$ cat src/rtl/mem_arbiter_if.sv
// Pipeline/RAM side signals of the byte-wide memory arbiter.
// master: the arbiter itself; slave: pipeline stages plus RAM.
interface mem_arbiter_if #(
  parameter int unsigned ADDR_WIDTH = 32
);
  logic [7:0]            ram_din;
  logic [7:0]            ram_dout;
  logic [ADDR_WIDTH-1:0] ram_a;
  logic                  ram_wr;

  logic                  if_req;
  logic [ADDR_WIDTH-1:0] if_addr;
  logic                  if_clear;
  logic                  if_available;
  logic [31:0]           if_inst;

  logic [ADDR_WIDTH-1:0] mem_addr_i;
  logic                  mem_wr_i;
  logic [31:0]           mem_data_i;
  logic [1:0]            mem_cnf_i;
  logic                  addr_needed;
  logic                  mem_available;
  logic                  mem_working;
  logic [31:0]           mem_rdata;

  modport master (
    input  ram_din, if_req, if_addr, if_clear,
           mem_addr_i, mem_wr_i, mem_data_i, mem_cnf_i,
    output ram_dout, ram_a, ram_wr, if_available, if_inst,
           addr_needed, mem_available, mem_working, mem_rdata
  );

  modport slave (
    output ram_din, if_req, if_addr, if_clear,
           mem_addr_i, mem_wr_i, mem_data_i, mem_cnf_i,
    input  ram_dout, ram_a, ram_wr, if_available, if_inst,
           addr_needed, mem_available, mem_working, mem_rdata
  );
endinterface

$ cat src/rtl/mem_arbiter.sv
// Shares one byte-wide RAM port between IF and MEM (MEM has priority),
// splitting each access into 1/2/4 byte transfers assembled little-endian.
module mem_arbiter #(
  parameter int unsigned ADDR_WIDTH = 32
) (
  input  logic          clk,
  input  logic          rst,
  mem_arbiter_if.master bus
);
  localparam int unsigned AW = ADDR_WIDTH;

  localparam logic [1:0] S_IDLE  = 2'd0;
  localparam logic [1:0] S_READ  = 2'd1;
  localparam logic [1:0] S_WRITE = 2'd2;
  localparam logic [1:0] S_DONE  = 2'd3;

  logic [1:0]    r_state,   w_state_nxt;
  logic [2:0]    r_cnt,     w_cnt_nxt;
  logic [2:0]    r_n,       w_n_nxt;
  logic          r_own_mem, w_own_mem_nxt;
  logic          r_wr,      w_wr_nxt;
  logic          r_clr,     w_clr_nxt;
  logic [AW-1:0] r_base,    w_base_nxt;
  logic [31:0]   r_data,    w_data_nxt;
  logic [31:0]   r_result,  w_result_nxt;

  logic [AW-1:0] r_ram_a,         w_ram_a_nxt;
  logic [7:0]    r_ram_dout,      w_ram_dout_nxt;
  logic          r_ram_wr,        w_ram_wr_nxt;
  logic          r_addr_needed,   w_addr_needed_nxt;
  logic          r_mem_working,   w_mem_working_nxt;
  logic          r_mem_avail,     w_mem_avail_nxt;
  logic [31:0]   r_mem_rdata,     w_mem_rdata_nxt;
  logic          r_if_avail,      w_if_avail_nxt;
  logic [31:0]   r_if_inst,       w_if_inst_nxt;

  logic [1:0]    w_rd_byte;
  logic [1:0]    w_wr_byte;

  // Byte captured at count c belongs to result lane c-1.
  assign w_rd_byte = 2'(r_cnt - 3'd1);
  assign w_wr_byte = w_cnt_nxt[1:0];

  // Next-state, transaction bookkeeping and next registered outputs.
  always_comb begin
    w_state_nxt       = r_state;
    w_cnt_nxt         = r_cnt;
    w_n_nxt           = r_n;
    w_own_mem_nxt     = r_own_mem;
    w_wr_nxt          = r_wr;
    w_clr_nxt         = r_clr;
    w_base_nxt        = r_base;
    w_data_nxt        = r_data;
    w_result_nxt      = r_result;
    w_ram_a_nxt       = r_ram_a;
    w_ram_dout_nxt    = r_ram_dout;
    w_ram_wr_nxt      = 1'b0;
    w_addr_needed_nxt = 1'b0;
    w_mem_working_nxt = 1'b0;
    w_mem_avail_nxt   = 1'b0;
    w_mem_rdata_nxt   = r_mem_rdata;
    w_if_avail_nxt    = 1'b0;
    w_if_inst_nxt     = r_if_inst;

    case (r_state)
      S_IDLE: begin
        if (bus.mem_cnf_i != 2'd0) begin
          w_base_nxt    = bus.mem_addr_i;
          w_data_nxt    = bus.mem_data_i;
          w_wr_nxt      = bus.mem_wr_i;
          w_n_nxt       = (bus.mem_cnf_i == 2'd1) ? 3'd1 :
                          (bus.mem_cnf_i == 2'd2) ? 3'd2 : 3'd4;
          w_own_mem_nxt = 1'b1;
          w_cnt_nxt     = 3'd0;
          w_result_nxt  = 32'd0;
          w_clr_nxt     = 1'b0;
          w_state_nxt   = bus.mem_wr_i ? S_WRITE : S_READ;
        end else if (bus.if_req && !bus.if_clear) begin
          w_base_nxt    = bus.if_addr;
          w_wr_nxt      = 1'b0;
          w_n_nxt       = 3'd4;
          w_own_mem_nxt = 1'b0;
          w_cnt_nxt     = 3'd0;
          w_result_nxt  = 32'd0;
          w_clr_nxt     = 1'b0;
          w_state_nxt   = S_READ;
        end
      end
      S_READ: begin
        if (r_cnt != 3'd0) begin
          w_result_nxt[{w_rd_byte, 3'b000} +: 8] = bus.ram_din;
        end
        if (!r_own_mem && bus.if_clear) begin
          w_clr_nxt = 1'b1;
        end
        if (r_cnt == r_n) begin
          w_state_nxt = S_DONE;
        end else begin
          w_cnt_nxt = r_cnt + 3'd1;
        end
      end
      S_WRITE: begin
        if (r_cnt == r_n - 3'd1) begin
          w_state_nxt = S_DONE;
        end else begin
          w_cnt_nxt = r_cnt + 3'd1;
        end
      end
      default: begin
        w_state_nxt = S_IDLE;
      end
    endcase

    // Outputs are registered, so they are derived from the next state.
    case (w_state_nxt)
      S_IDLE: begin
        w_addr_needed_nxt = 1'b1;
      end
      S_READ: begin
        w_ram_a_nxt = (w_cnt_nxt < w_n_nxt) ? w_base_nxt + AW'(w_cnt_nxt)
                                            : w_base_nxt + AW'(w_n_nxt - 3'd1);
        w_mem_working_nxt = w_own_mem_nxt;
      end
      S_WRITE: begin
        w_ram_wr_nxt      = 1'b1;
        w_ram_a_nxt       = w_base_nxt + AW'(w_cnt_nxt);
        w_ram_dout_nxt    = w_data_nxt[{w_wr_byte, 3'b000} +: 8];
        w_mem_working_nxt = w_own_mem_nxt;
      end
      default: begin
        w_mem_working_nxt = w_own_mem_nxt;
        if (w_own_mem_nxt) begin
          w_mem_avail_nxt = 1'b1;
          w_mem_rdata_nxt = w_wr_nxt ? 32'd0 : w_result_nxt;
        end else begin
          w_if_avail_nxt = !w_clr_nxt;
          w_if_inst_nxt  = w_clr_nxt ? 32'd0 : w_result_nxt;
        end
      end
    endcase
  end

  // State, transaction and output registers.
  always_ff @(posedge clk or negedge rst) begin
    if (!rst) begin
      r_state       <= S_IDLE;
      r_cnt         <= 3'd0;
      r_n           <= 3'd0;
      r_own_mem     <= 1'b0;
      r_wr          <= 1'b0;
      r_clr         <= 1'b0;
      r_base        <= '0;
      r_data        <= 32'd0;
      r_result      <= 32'd0;
      r_ram_a       <= '0;
      r_ram_dout    <= 8'd0;
      r_ram_wr      <= 1'b0;
      r_addr_needed <= 1'b0;
      r_mem_working <= 1'b0;
      r_mem_avail   <= 1'b0;
      r_mem_rdata   <= 32'd0;
      r_if_avail    <= 1'b0;
      r_if_inst     <= 32'd0;
    end else begin
      r_state       <= w_state_nxt;
      r_cnt         <= w_cnt_nxt;
      r_n           <= w_n_nxt;
      r_own_mem     <= w_own_mem_nxt;
      r_wr          <= w_wr_nxt;
      r_clr         <= w_clr_nxt;
      r_base        <= w_base_nxt;
      r_data        <= w_data_nxt;
      r_result      <= w_result_nxt;
      r_ram_a       <= w_ram_a_nxt;
      r_ram_dout    <= w_ram_dout_nxt;
      r_ram_wr      <= w_ram_wr_nxt;
      r_addr_needed <= w_addr_needed_nxt;
      r_mem_working <= w_mem_working_nxt;
      r_mem_avail   <= w_mem_avail_nxt;
      r_mem_rdata   <= w_mem_rdata_nxt;
      r_if_avail    <= w_if_avail_nxt;
      r_if_inst     <= w_if_inst_nxt;
    end
  end

  assign bus.ram_a         = r_ram_a;
  assign bus.ram_dout      = r_ram_dout;
  assign bus.ram_wr        = r_ram_wr;
  assign bus.addr_needed   = r_addr_needed;
  assign bus.mem_working   = r_mem_working;
  assign bus.mem_available = r_mem_avail;
  assign bus.mem_rdata     = r_mem_rdata;

  // A flush arriving during the DONE cycle itself still kills the fetch result.
  assign bus.if_available  = r_if_avail && !bus.if_clear;
  assign bus.if_inst       = (r_if_avail && bus.if_clear) ? 32'd0 : r_if_inst;

endmodule

$ cat src/flat_wrapper.sv
// flat-port wrapper written by rule: the top's interface ports become plain ports
module mem_arbiter_flat 
#(
  parameter int unsigned ADDR_WIDTH = 32
)
  (clk, rst, bus_ram_din, bus_if_req, bus_if_addr, bus_if_clear, bus_mem_addr_i, bus_mem_wr_i, bus_mem_data_i, bus_mem_cnf_i, bus_ram_dout, bus_ram_a, bus_ram_wr, bus_if_available, bus_if_inst, bus_addr_needed, bus_mem_available, bus_mem_working, bus_mem_rdata);
  mem_arbiter_if #(.ADDR_WIDTH(ADDR_WIDTH)) bus_i ();
  input  logic clk;
  input  logic rst;
  input wire logic [$bits(bus_i.ram_din)-1:0] bus_ram_din;
  input wire logic [$bits(bus_i.if_req)-1:0] bus_if_req;
  input wire logic [$bits(bus_i.if_addr)-1:0] bus_if_addr;
  input wire logic [$bits(bus_i.if_clear)-1:0] bus_if_clear;
  input wire logic [$bits(bus_i.mem_addr_i)-1:0] bus_mem_addr_i;
  input wire logic [$bits(bus_i.mem_wr_i)-1:0] bus_mem_wr_i;
  input wire logic [$bits(bus_i.mem_data_i)-1:0] bus_mem_data_i;
  input wire logic [$bits(bus_i.mem_cnf_i)-1:0] bus_mem_cnf_i;
  output wire logic [$bits(bus_i.ram_dout)-1:0] bus_ram_dout;
  output wire logic [$bits(bus_i.ram_a)-1:0] bus_ram_a;
  output wire logic [$bits(bus_i.ram_wr)-1:0] bus_ram_wr;
  output wire logic [$bits(bus_i.if_available)-1:0] bus_if_available;
  output wire logic [$bits(bus_i.if_inst)-1:0] bus_if_inst;
  output wire logic [$bits(bus_i.addr_needed)-1:0] bus_addr_needed;
  output wire logic [$bits(bus_i.mem_available)-1:0] bus_mem_available;
  output wire logic [$bits(bus_i.mem_working)-1:0] bus_mem_working;
  output wire logic [$bits(bus_i.mem_rdata)-1:0] bus_mem_rdata;
  assign bus_i.ram_din = bus_ram_din;
  assign bus_i.if_req = bus_if_req;
  assign bus_i.if_addr = bus_if_addr;
  assign bus_i.if_clear = bus_if_clear;
  assign bus_i.mem_addr_i = bus_mem_addr_i;
  assign bus_i.mem_wr_i = bus_mem_wr_i;
  assign bus_i.mem_data_i = bus_mem_data_i;
  assign bus_i.mem_cnf_i = bus_mem_cnf_i;
  assign bus_ram_dout = bus_i.ram_dout;
  assign bus_ram_a = bus_i.ram_a;
  assign bus_ram_wr = bus_i.ram_wr;
  assign bus_if_available = bus_i.if_available;
  assign bus_if_inst = bus_i.if_inst;
  assign bus_addr_needed = bus_i.addr_needed;
  assign bus_mem_available = bus_i.mem_available;
  assign bus_mem_working = bus_i.mem_working;
  assign bus_mem_rdata = bus_i.mem_rdata;
  mem_arbiter #(.ADDR_WIDTH(ADDR_WIDTH)) u_core (.clk(clk), .rst(rst), .bus(bus_i));
endmodule
$ cat config.mk
export PLATFORM = sky130hd
export DESIGN_NAME = mem_arbiter_flat
export DESIGN_NICKNAME = d
export VERILOG_FILES = /design/src/rtl/mem_arbiter_if.sv /design/src/rtl/mem_arbiter.sv /design/src/flat_wrapper.sv
export SDC_FILE = /design/constraint.sdc
export NUM_CORES = 1
export LEC_CHECK = 0
export CAP_MARGIN = 25
export CORE_ASPECT_RATIO = 1.2
export CORE_UTILIZATION = 45
export CTS_CLUSTER_DIAMETER = 150
export DETAILED_ROUTE_END_ITERATION = 8
export PLACE_DENSITY = 0.75
export SETUP_SLACK_MARGIN = 0.5
export SLEW_MARGIN = 20
export SYNTH_ARGS = -nofsm -noshare
export SYNTH_HDL_FRONTEND = slang
export SYNTH_SLANG_ARGS = --single-unit
$ cat constraint.sdc
create_clock -name clk -period 6.2 [get_ports clk]
set_clock_uncertainty 0.1 [all_clocks]
set_input_delay 1.55 -clock clk [delete_from_list [all_inputs] [get_ports clk]]
set_output_delay 1.55 -clock clk [all_outputs]
set_load 0.02 [all_outputs]
# Yosys cells after proc, flatten, opt, wreduce, memory -nomap -nowiden
# Cells that the tools add are included.
# classes
add_sub_neg,7
order_cmp,1
eq_ne,8
shift,3
mux,48
bitwise,2
n_reduce_logical,15
# ops
operator,n
32-bit 2-to-1 mux,12
32-bit one-hot mux with 2 select lines,2
32-bit by 3-bit adder with 32-bit output,1
32-bit adder,1
32-bit bitwise mux,1
8-bit by 7-bit variable shift with 32-bit output (first input constant),1
32-bit by 6-bit indexed part select with 8-bit output,1
8-bit by 7-bit indexed part select with 32-bit output,1
3-bit 2-to-1 mux,9
1-bit 2-to-1 mux,16
2-bit 2-to-1 mux,5
3-bit one-hot mux with 3 select lines,1
5-bit negation with 7-bit output,1
2-bit by 1-bit == test with 1-bit output (second input constant),3
2-bit == test (second input constant),3
3-bit == test,2
2-bit one-hot mux with 3 select lines,1
1-bit logical AND,4
2-bit logical NOT,2
2-bit AND reduction,2
2-bit nonzero test,2
3-bit by 1-bit subtractor with 4-bit output (second input constant),1
3-bit by 1-bit adder with 3-bit output (second input constant),1
1-bit logical NOT,3
7 further kinds,8
# totals
ff_bits,216
inputBits,111
out_inout_bits,109
wordCells,102

# Depth between registers and ports, before layout
# depth
ltp_word,9
ltp_mapped,22
ltp_nobuf,19

# Least setup slack after synthesis
# No wires, ideal clock.
# synth_path
path_type,input to register
from,input bus_mem_cnf_i[0]
to,register u_core.r_ram_a[26] (netlist: u_core.bus.ram_a[26])
setup_time_ns,0.125
arrival_ns,6.115
required_time_ns,5.975
path_slack_ns,-0.139
cell_stages,21
n_path_buf,6
path_cell_list,inv_1 > ha_1 > buf_2 > buf_2 > buf_2 > nor3_1 > clkbuf_1 > clkbuf_1 > o21ai_0 > ha_1 > fa_1 > a21o_1 > o31ai_1 > a22oi_1 > and2_1 > buf_4 > nor3b_2 > o22a_1 > a221oi_1 > xnor2_1 > mux2_2
# synth_via
elab_cells_between_ends,22
classes_between,3 x add/sub; 1 x order compare; 4 x eq/ne; 12 x mux; 2 x reduce/logical
# synth_rtl
item,line_no,source
"start, declared",flat_wrapper.sv:17,input wire logic [$bits(bus_i.mem_cnf_i)-1:0] bus_mem_cnf_i;
2-bit nonzero test (*),mem_arbiter.sv:67,if (bus.mem_cnf_i != 2'd0) begin
32-bit 2-to-1 mux (*),mem_arbiter.sv:67,
32-bit 2-to-1 mux (*),mem_arbiter.sv:65,case (r_state)
via u_core.w_base_nxt[0],mem_arbiter.sv:23,"logic [AW-1:0] r_base, w_base_nxt;"
32-bit adder / 32-bit by 3-bit adder with 32-bit output (equally long branches),"mem_arbiter.sv:121, mem_arbiter.sv:120, mem_arbiter.sv:126",
32-bit 2-to-1 mux,mem_arbiter.sv:120,w_ram_a_nxt = (w_cnt_nxt < w_n_nxt) ? w_base_nxt + AW'(w_cnt_nxt)
32-bit one-hot mux with 2 select lines (*),mem_arbiter.sv:115,case (w_state_nxt)
"end signal, assigned",mem_arbiter.sv:174,r_ram_a <= w_ram_a_nxt;
"end, declared",mem_arbiter.sv:27,"logic [AW-1:0] r_ram_a, w_ram_a_nxt;"
# The timed path passes the listed nets; every way through them passes the cells marked *.
# A chain may end at the register's enable or synchronous reset.

# Final worst setup path
# layout_path
from,input bus_mem_cnf_i[0]
to,register u_core.r_ram_a[28] (netlist: u_core.bus.ram_a[28])
# layout_via
elab_chain_len,9
elab_cells_between_ends,22
classes_between,3 x add/sub; 1 x order compare; 4 x eq/ne; 12 x mux; 2 x reduce/logical
# layout_lines
item,line_no,source
2-bit == test,mem_arbiter.sv:72,(bus.mem_cnf_i == 2'd2) ? 3'd2 : 3'd4;
3-bit 2-to-1 mux,mem_arbiter.sv:72,
3-bit 2-to-1 mux,mem_arbiter.sv:71,w_n_nxt = (bus.mem_cnf_i == 2'd1) ? 3'd1 :
3-bit 2-to-1 mux,mem_arbiter.sv:67,
3-bit 2-to-1 mux,mem_arbiter.sv:65,
3-bit by 1-bit subtractor with 4-bit output,mem_arbiter.sv:121,: w_base_nxt + AW'(w_n_nxt - 3'd1);
32-bit adder,mem_arbiter.sv:121,
32-bit 2-to-1 mux,mem_arbiter.sv:120,
32-bit one-hot mux with 2 select lines,mem_arbiter.sv:115,
# Several ways; a longest one is shown, not always the timed one.

==> run summary <==
run status: completed
count of cell types in the netlist: 94
Tmin final: 5.54 ns
Max VDD drop: 316 uV
CP required: 6.49 ns
Post-Syn Area: 0.0119 sq mm
GP Congestion: 0.966
Cells after DPL: 1808
Cell Chain, Critical Path: clkdlybuf4s50_1, inv_1, ha_2, or4b_1, o311a_1, ha_1, xnor2_1, ha_1, buf_4, a21o_1, a31oi_1, or4b_4, and2_0, a311o_1, a32oi_1, xnor2_1, mux2_2
Clock transition at path regs: 0.06 ns
Top delay family on crit path: simple AND/OR/NAND/NOR gates
post-route setup slack: 0.662 ns
Hold Path Depth: 2
Critical Path Sink Type: flop
final worst-path cycle share: 89.3%
final wirelength: 38800 um
WL per Instance: 20.9 um
hold_buf cts: 0
FF+latch count, synth: 216
Critical Path Source: bus_mem_cnf_i[0]
layout net count: 1641
largest net degree at the start of global routing: 118
Final Non-Filler Cells: 1856
cell-internal power: 5300 uW
sum of buffers and inverters on the critical path: 3
clk_lat worst skew: 0.52 ns
core box area: 0.0257 sq mm
Max stage delay on crit path: 0.53 ns
Area Growth Syn to Fin: 32.1%
critical path launch point type: input port
total CTS buffers: 23
area of the multi-input gates: 0.00593 sq mm
Top Ports: 220
Initial Utilization: 46.1%
Hold Startpoint: u_core.r_data[21]
slew at the pin with the worst max-slew slack: 0.966 ns
total number of H-tree levels: 1
Synth Flop Type: dfrtp_1
CP endpoint: u_core.bus.ram_a[28]
Crit Path Max Fanout: 8
share of cells above drive strength 1: 13.1%
Register-to-Register Setup Slack: 1.36 ns
CP arrival: 5.83 ns
Post-route DRC: 0
Detail Route Antenna Nets: 0
drt first pass iters: 5
Synth async-reset ratio: 100%
clock share of power: 14.9%
Final Slew Violations: 0
Cells after Synth: 1260
vias in the first global route: 11000
LEAKAGE: 0.00692 uW
die footprint: 0.0270 sq mm
Max stage delay cell, worst path: or4b_1
Worst Setup Path Type: in -> reg
Vias: 10900
number of max-cap violations: 0
Post-DP HPWL: 28800 um
Root Driver: clkbuf_16
Seq/Total Area, Yosys: 45.6%
register share of total power: 22.8%
Reg2Reg Depth: 17
RSZ-0062 raised after global routing: yes
num rows: 64
gr ovfl total: 0
synthesized area per cell: 9.41 sq um
CTS tree: done
Design Power: 9860 uW
Final Setup Violations: 0
Power Dens Cells: 630 mW/mm^2
WP depth: 17
Die W: 150 um
first-pass GRT wire length: 61000 um
Min-Delay Path Class: reg -> reg
most frequent cells in the layout: clkdlybuf4s50_1 (218), dfrtp_1 (216), nand2_1 (186)
Final Cell Area: 0.0157 sq mm
Worst R2R Start: u_core.r_state[1]
Mapped Nets: 1395
Filler cells: 2214
Slew HR: 35.6%
maximum clock frequency: 181 MHz
Reg-to-Reg End: u_core.bus.ram_a[22]
sw frac: 46.3%
Seq. cell area: 0.00541 sq mm
yosys warns: 0
Port Buf Inserts: 219
TritonCTS Sinks: 216
DRT iter0 DRCs: 704
Comb power frac: 62.3%
Via density: 5.88
initial antenna violation count: 4
Die H: 180 um
most common cell after layout, fill and taps aside: clkdlybuf4s50_1
Hold Fails Final Rpt: 0
Post-synth EDFFs: 0
worst setup slack after placement: -0.0114 ns
GRT Total Usage: 28.9%
clock tree buffer depth: 3
Placed Area: 0.0148 sq mm
Switch Pwr: 4570 uW
[cell usage after synthesis, types with 6 or more instances]
library cell | count | area [sq um]
a21o_1 | 15 | 113
a21oi_1 | 48 | 240
a22o_1 | 51 | 447
a22oi_1 | 18 | 135
a31oi_1 | 14 | 87.6
and2_1 | 36 | 225
and3_1 | 15 | 93.8
buf_2 | 16 | 80.1
buf_4 | 6 | 45.0
clkbuf_1 | 47 | 176
dfrtp_1 | 216 | 5410
ha_1 | 22 | 275
inv_1 | 55 | 206
inv_2 | 7 | 26.3
mux2_2 | 22 | 248
mux2i_1 | 30 | 300
nand2_1 | 186 | 698
nand2b_1 | 11 | 68.8
nand3_1 | 37 | 185
nand4_1 | 21 | 131
nor2_1 | 51 | 191
nor2b_1 | 6 | 37.5
nor3_1 | 25 | 125
nor4_1 | 16 | 100
o211ai_1 | 8 | 60.1
o21ai_0 | 55 | 275
o21ai_1 | 7 | 35.0
o22ai_1 | 51 | 319
or3_1 | 11 | 68.8
xnor2_1 | 29 | 254
[power by group through the flow]
stage	Combinational, uW	Clock, uW	Sequential (uW)
global placement	5930	0	2270
finish	6150	1470	2250
global route	6660	1540	2300
floorplan	3840	0	2350
CTS	6040	1490	2260
detailed placement	5980	0	2280
[worst min path at each step]
| stage | endpoint | slack (ns) |
|---|---|---|
| 2_1_floorplan | u_core.r_data[10] | 0.34 |
| 3_3_place_gp | u_core.r_if_inst[12] | 0.35 |
| 3_5_place_dp | u_core.r_data[21] | 0.36 |
| 4_1_cts | u_core.r_data[21] | 0.37 |
| 5_1_grt | u_core.r_data[21] | 0.39 |
| 6_report | u_core.r_data[21] | 0.37 |
[metal layers]
metal  track usage (%)  share of wire, %
met5                 0                 0
met3              2.97               5.4
met1              35.7                39
met2              50.8                52
met4              12.0               4.1
[cell families after synthesis]
logic type,count (synthesis),synth area share [%]
xor+xnor,35,2.70
compound gates,338,20.2
buf+inv,147,5.39
simple gates,447,18.7
mux,52,4.62
fa+ha+maj,25,2.74
flops,216,45.6
[per-stage QoR]
stage | hold WS (ns) | utilization (%) | setup TNS, ns
after floorplan | 0.340 | - | 0
after global placement | 0.353 | 57.3 | -0.00894
after detailed placement | 0.357 | 57.4 | -0.0114
after CTS | 0.372 | 60.6 | 0
after global routing | 0.393 | 60.9 | 0
final | 0.371 | 60.9 | 0
[registers in the layout (all words and copies together), names as in the netlist, 8 cells and up]
| register | count |
|---|---|
| u_core.bus.mem_rdata | 32 |
| u_core.r_if_inst | 32 |
| u_core.r_data | 32 |
| u_core.r_result | 32 |
| u_core.bus.ram_a | 32 |
| u_core.r_base | 32 |
| u_core.bus.ram_dout | 8 |
[tightest hold or removal path, delay by kind of cell, from the launching register on]
kind | cells | cell delay (ns)
and+or+nand+nor | 2 | 0.11
DFF | 1 | 0.32
[final cells by class]
class	count	share of cell area, %
timing repair buffer	301	18.1
tap	330	2.64
antenna	5	0.0799
clock buffer	34	4.45
multi-input combinational	897	37.9
sequential	216	34.5
inverter	67	1.62
clock inverter	6	0.703
[what timing repair did]
item / CTS / global route
endpoints found under the setup margin: 1 / 16
pin swaps: 0 / 2
gates resized for setup: 1 / 7
endpoints found under the hold margin: 0 / 0
gates cloned: 0 / 0
buffers inserted: 0 / 2
(Power assumes the default switching activity.)
